[src/rtl/qracc_layer_sequencer.sv]
`default_nettype none
// ============================================================================
// qracc_layer_sequencer : fetch / MAC issue / writeback sequencer for one layer
// Revision 1.0
// ============================================================================
module qracc_layer_sequencer #(
  parameter int inputBits      = 4,
  parameter int inputElements  = 128,
  parameter int outputBits     = 8,
  parameter int outputElements = 32,
  parameter int busWidth       = 32,
  parameter int addrWidth      = 32,
  parameter int cntWidth       = 16
) (
  input  logic                                clk,
  input  logic                                nrst,
  input  logic                                start_i,
  input  logic                                abort_i,
  input  logic [addrWidth-1:0]                cfg_in_base_i,
  input  logic [addrWidth-1:0]                cfg_out_base_i,
  input  logic [cntWidth-1:0]                 cfg_num_vectors_i,
  output logic                                busy_o,
  output logic                                done_o,
  output logic                                rd_en_o,
  output logic [addrWidth-1:0]                rd_addr_o,
  input  logic [busWidth-1:0]                 rd_data_i,
  output logic                                wr_en_o,
  output logic [addrWidth-1:0]                wr_addr_o,
  output logic [busWidth-1:0]                 wr_data_o,
  input  logic                                wr_ready_i,
  output logic [inputElements*inputBits-1:0]  mac_data_o,
  output logic                                mac_valid_o,
  input  logic                                acc_ready_i,
  input  logic                                acc_valid_i,
  input  logic [outputElements*outputBits-1:0] acc_data_i
);

  localparam int MW  = inputElements * inputBits;
  localparam int RW  = outputElements * outputBits;
  localparam int IW  = MW / busWidth;
  localparam int OW  = RW / busWidth;
  localparam int BPW = busWidth / 8;
  localparam int KW  = (IW > 1) ? $clog2(IW) : 1;
  localparam int JW  = (OW > 1) ? $clog2(OW) : 1;

  localparam logic [KW-1:0]        K_LAST = KW'(IW - 1);
  localparam logic [JW-1:0]        J_LAST = JW'(OW - 1);
  localparam logic [addrWidth-1:0] A_STEP = addrWidth'(BPW);

  typedef enum logic [2:0] {
    S_IDLE  = 3'd0,
    S_FETCH = 3'd1,
    S_ISSUE = 3'd2,
    S_WAIT  = 3'd3,
    S_STORE = 3'd4
  } state_e;

  state_e                 state_q;
  logic                   busy_q;
  logic                   done_q;
  logic                   rd_en_q;
  logic [addrWidth-1:0]   rd_addr_q;
  logic                   rd_pend_q;
  logic [KW-1:0]          rd_k_q;
  logic [KW-1:0]          cap_k_q;
  logic [MW-1:0]          mac_data_q;
  logic                   mac_valid_q;
  logic [RW-1:0]          outreg_q;
  logic                   wr_en_q;
  logic [addrWidth-1:0]   wr_addr_q;
  logic [busWidth-1:0]    wr_data_q;
  logic [JW-1:0]          wr_j_q;
  logic [cntWidth-1:0]    v_q;
  logic [cntWidth-1:0]    num_q;

  logic [cntWidth-1:0]    v_d;
  logic [JW-1:0]          j_d;

  assign v_d = v_q + 1'b1;
  assign j_d = wr_j_q + 1'b1;

  // The address registers double as running pointers: each vector's block
  // starts exactly one word past the previous vector's last word.
  always_ff @(posedge clk or negedge nrst) begin
    if (!nrst) begin
      state_q     <= S_IDLE;
      busy_q      <= 1'b0;
      done_q      <= 1'b0;
      rd_en_q     <= 1'b0;
      rd_addr_q   <= '0;
      rd_pend_q   <= 1'b0;
      rd_k_q      <= '0;
      cap_k_q     <= '0;
      mac_data_q  <= '0;
      mac_valid_q <= 1'b0;
      outreg_q    <= '0;
      wr_en_q     <= 1'b0;
      wr_addr_q   <= '0;
      wr_data_q   <= '0;
      wr_j_q      <= '0;
      v_q         <= '0;
      num_q       <= '0;
    end else begin
      done_q    <= 1'b0;
      rd_pend_q <= rd_en_q;
      if (abort_i && (state_q != S_IDLE)) begin
        state_q     <= S_IDLE;
        busy_q      <= 1'b0;
        rd_en_q     <= 1'b0;
        rd_pend_q   <= 1'b0;
        mac_valid_q <= 1'b0;
        wr_en_q     <= 1'b0;
      end else begin
        case (state_q)
          S_IDLE: begin
            if (start_i && !abort_i) begin
              if (cfg_num_vectors_i == '0) begin
                done_q <= 1'b1;
              end else begin
                state_q   <= S_FETCH;
                busy_q    <= 1'b1;
                num_q     <= cfg_num_vectors_i;
                v_q       <= '0;
                rd_addr_q <= cfg_in_base_i;
                wr_addr_q <= cfg_out_base_i;
                rd_en_q   <= 1'b1;
                rd_k_q    <= '0;
                cap_k_q   <= '0;
              end
            end
          end

          S_FETCH: begin
            if (rd_en_q) begin
              rd_addr_q <= rd_addr_q + A_STEP;
              if (rd_k_q == K_LAST) begin
                rd_en_q <= 1'b0;
                rd_k_q  <= '0;
              end else begin
                rd_k_q <= rd_k_q + 1'b1;
              end
            end
            // Read data lags its strobe by one cycle.
            if (rd_pend_q) begin
              mac_data_q[int'(cap_k_q)*busWidth +: busWidth] <= rd_data_i;
              if (cap_k_q == K_LAST) begin
                cap_k_q     <= '0;
                state_q     <= S_ISSUE;
                mac_valid_q <= 1'b1;
              end else begin
                cap_k_q <= cap_k_q + 1'b1;
              end
            end
          end

          S_ISSUE: begin
            if (acc_ready_i) begin
              mac_valid_q <= 1'b0;
              state_q     <= S_WAIT;
            end
          end

          S_WAIT: begin
            if (acc_valid_i) begin
              outreg_q  <= acc_data_i;
              wr_data_q <= acc_data_i[busWidth-1:0];
              wr_en_q   <= 1'b1;
              wr_j_q    <= '0;
              state_q   <= S_STORE;
            end
          end

          S_STORE: begin
            if (wr_ready_i) begin
              wr_addr_q <= wr_addr_q + A_STEP;
              if (wr_j_q == J_LAST) begin
                wr_en_q <= 1'b0;
                wr_j_q  <= '0;
                v_q     <= v_d;
                if (v_d == num_q) begin
                  state_q <= S_IDLE;
                  busy_q  <= 1'b0;
                  done_q  <= 1'b1;
                end else begin
                  state_q <= S_FETCH;
                  rd_en_q <= 1'b1;
                end
              end else begin
                wr_j_q    <= j_d;
                wr_data_q <= outreg_q[int'(j_d)*busWidth +: busWidth];
              end
            end
          end

          default: begin
            state_q <= S_IDLE;
            busy_q  <= 1'b0;
          end
        endcase
      end
    end
  end

  assign busy_o      = busy_q;
  assign done_o      = done_q;
  assign rd_en_o     = rd_en_q;
  assign rd_addr_o   = rd_addr_q;
  assign wr_en_o     = wr_en_q;
  assign wr_addr_o   = wr_addr_q;
  assign wr_data_o   = wr_data_q;
  assign mac_data_o  = mac_data_q;
  assign mac_valid_o = mac_valid_q;

endmodule
`default_nettype wire

[config.mk]
export PLATFORM = sky130hd
export DESIGN_NAME = qracc_layer_sequencer
export DESIGN_NICKNAME = d
export VERILOG_FILES = /design/src/rtl/qracc_layer_sequencer.sv
export SDC_FILE = /design/constraint.sdc
export NUM_CORES = 1
export LEC_CHECK = 0
export CAP_MARGIN = 40
export CORE_AREA = 2 2 384 386
export CTS_CLUSTER_SIZE = 10
export DETAILED_ROUTE_END_ITERATION = 8
export DIE_AREA = 0 0 386 388
export PLACE_DENSITY = 0.58
export RECOVER_POWER = 100
export SETUP_SLACK_MARGIN = 0.15
export SLEW_MARGIN = 0
export SYNTH_ARGS = -nofsm -noshare
export SYNTH_HDL_FRONTEND = slang
export SYNTH_SLANG_ARGS = --single-unit
[constraint.sdc]
create_clock -name clk -period 3.08 [get_ports clk]
set_input_delay 0.924 -clock clk [delete_from_list [all_inputs] [get_ports clk]]
set_output_delay 0.924 -clock clk [all_outputs]
set_load 0.02 [all_outputs]
==> impl_results.md, run 1 <==
* Max Slew Vio Count at 38
* Clock power frac at 0.312
* Num ports at 988
* Post-Place Cells at 6722
* R2R Setup Slk at 160 ps
* Pre-CTS setup slack at -444 ps
* Reg2reg end: state_q[0]
* Syn_nets at 4285
* Layout cells sized above 1 at 0.141
* CP required at 3690 ps
* Largest net degree at the start of global routing at 72
* Setup TNS at 0 ps
* Setup crit end kind: flip-flop
* Clock latency on the worst-skew pair at 740 ps
* Grt total ovfl at 0
* Die Height at 388 um
* Die Area at 150000 sq um
* Number of buffers created by CTS at 106
* Clock Sinks at 916
* Row cnt at 140
* DR iter-0 viols at 2270
* Final min period at 2990 ps
* # fillers at 14325
* Nets at 5297
* Synthesized area at 39900 sq um
* Vias per inst at 4.90
* Combinational power share at 0.256
* Layout Area Growth over Synthesis at 40.6%
* Core Area at 145000 sq um
* Hold EP: mac_data_o[469]
* Worst Setup Path Type: input port to flip-flop
* H-tree depth at 3
* Worst R2R Path Depth at 6
* Finished Cell Area at 56100 sq um
* Fraction of registers with async set/reset at 1.00
* Global-route wire length before repair at 238 mm
* Final Setup Violations at 0
* Final core utilization at 0.386
* Drt first pass iters at 5
* Per-cell routed wire length at 24.1 um
* Post-Synthesis Cells at 3901
* Total detailed-routing wirelength at 166 mm
* # port buffers at 987
* CP max FO at 31
* CTS Hold Buffers Added at 0
* P_int at 25.5 mW
* Final hold vios at 0
* EDFF count, synth at 0
* DRC at 0
* Worst EP arrival at 3600 ps
* Reg clk slew, reported paths at 50 ps
* Clock root buffer: clkbuf_16
* Pwr Total at 37.4 mW
* Multi-input gate area at 15600 sq um
* Final Cycle Share at 0.972
* Register area at 22900 sq um
* Power Density at 667 nW/um^2
* Setup Buffers After CTS at 0
* Final std cells w/o fill at 6880
* Initial antenna violation count at 28
* FMAX at 334 MHz
* HP Class: flip-flop to flip-flop
* FF-to-FF Start: state_q[0]
* DP Area at 53600 sq um
* VDD IR max at 0.000563 V
* Failing checks: max-capacitance violations, max-slew violations
* Seq/Total Area, Yosys at 0.575
* GPL Wtd Cong at 0.892
* Starting Density at 0.275
* Worst Tran Pin Value at 1980 ps
* Die X at 386 um
* Switching power at 11.9 mW
* Clk_skew at 77.8 ps
* DP HPWL at 123 mm
* #FFs+latches synth at 916
* Status: finished with violations
* Flop pwr share at 0.432
* Routed Antenna Nets at 0
* Relative slew slack at -0.321
* Pleak at 25.6 nW
* Clock tree from TritonCTS: done
* Sw Share at 0.319
* GRT Util Overall at 0.217
* Crit start category: input port
* YS warnings at 0
* Vias in the first global route at 33563
* Fin worst setup slack at 86.9 ps
* Via count at 33704
* WHS Path Cells at 2
* Max Cap Viol at 1
* CTS max path bufs at 3
* Unrepaired setup endpoints after global routing: yes
* Hold Crit Start: mac_data_o[469]
* WHS at 459 ps
* Library cells used by synthesis at 65
* Ys flop type: dfrtp_1
* Average cell area after synthesis at 10.2 sq um
-- synth_stat cells (all sizes together), types with 20 or more instances --
master,n,share of area
nand3,200,0.025
nand2,992,0.093
buf,39,0.0046
nor3,28,0.0039
o22ai,28,0.0044
clkbuf,271,0.026
mux2,287,0.081
mux2i,35,0.0088
nand4,27,0.0042
mux4,64,0.036
nor2,107,0.010
inv,67,0.0063
dfrtp,916,0.57
and3,20,0.0033
o31ai,29,0.0055
o21ai,498,0.063
a21oi,124,0.016
-- final cells by class --
type / count / share of cell area
sequential: 916 / 0.409
multi-input combinational: 2608 / 0.278
timing repair buffer: 1214 / 0.210
clock inverter: 14 / 0.00509
antenna: 14 / 0.000625
inverter: 67 / 0.00449
tap: 1917 / 0.0428
clock buffer: 130 / 0.0502
-- layout by cell type, fill, tap and decap left out, types with 7 or more instances in the layout --
master and n:
a21oi_1 124, a2bb2oi_1 13, a31oi_1 11, and2_1 8, and3_1 18, and4_1 7, buf_12 39, buf_2 9
buf_4 91, clkbuf_1 80, clkbuf_16 106, clkbuf_2 24, clkbuf_4 9, clkbuf_8 7, clkdlybuf4s50_1 365, dfrtp_1 914
diode_2 14, dlygate4sd3_1 611, ha_1 8, inv_1 67, mux2_2 287, mux2i_1 35, mux4_2 64, nand2_1 984
nand2_2 7, nand3_1 198, nand4_1 27, nor2_1 100, nor3_1 25, o21ai_0 498, o22ai_1 28, o31ai_1 29
o41ai_1 7, or2_2 7, or3_1 8, xnor2_1 9, xor2_1 11
-- critical path, stage by stage --
cell,delay (ps)
clkdlybuf4s50_1,500
nor4_1,760
nand4_1,250
buf_4,260
o211ai_1,260
buf_12,230
clkbuf_1,200
o21ai_0,110
o21ai_0,80
-- cell families after synthesis --
kind of cell	after synthesis	share of synthesized area
fa+ha+maj	9	0.00282
xor+xnor	21	0.00461
simple gates	1436	0.151
mux	386	0.126
compound gates	756	0.104
flops	916	0.575
buf+inv	377	0.0364
-- registers in the layout, summed over array words and instances, names as in the netlist, 16 cells and up --
register and flops:
v_q 16, wr_addr_o 32, wr_data_o 32, outreg_q 256, rd_addr_o 32, num_q 16, mac_data_o 512
-- how the worst max path moves through the flow --
stage                          start               to  slack [ps]
6_report       cfg_num_vectors_i[10]    wr_addr_o[17]          90
5_1_grt                         nrst     outreg_q[31]          80
4_1_cts              mac_data_o[170]  mac_data_o[170]         150
3_5_place_dp   cfg_num_vectors_i[10]    wr_addr_o[17]        -440
3_3_place_gp    cfg_num_vectors_i[2]     wr_addr_o[2]        -360
2_1_floorplan             cap_k_q[0]  mac_data_o[339]         280
-- repair_timing --
action,CTS,global route
setup endpoints to repair,0,41
endpoints found under the hold margin,0,0
gates resized for setup,0,5
-- power groups by stage --
stage | clock network, mW | registers [mW] | logic [mW]
final | 11.7 | 16.2 | 9.59
after global routing | 12.4 | 16.4 | 10.3
after CTS | 11.9 | 16.2 | 10.1
after detailed placement | 0 | 16.4 | 10.1
after global placement | 0 | 16.3 | 9.95
after floorplan | 0 | 16.6 | 4.73
-- per-layer routing --
metal / vias up / global-route usage / part of all wire
met4: 32 / 0.0979 / 0.049
li1: 15382 / - / -
met5: - / 0 / 0.0011
met1: 16510 / 0.264 / 0.40
met3: 352 / 0.0679 / 0.089
met2: 1428 / 0.348 / 0.47
No activity file was read; power rests on OpenSTA's default activity.
==> inputs of run 2 (changes only) <==
--- a/config.mk
+++ b/config.mk
@@ -5,6 +5,7 @@
 export SDC_FILE = /design/constraint.sdc
 export NUM_CORES = 1
 export LEC_CHECK = 0
+export ABC_CLOCK_PERIOD_IN_PS = 3080
 export CAP_MARGIN = 40
 export CORE_AREA = 2 2 384 386
 export CTS_CLUSTER_SIZE = 10
==> results of run 2 <==
No change in the layout: final DEF, timing and power equal those of run 1.
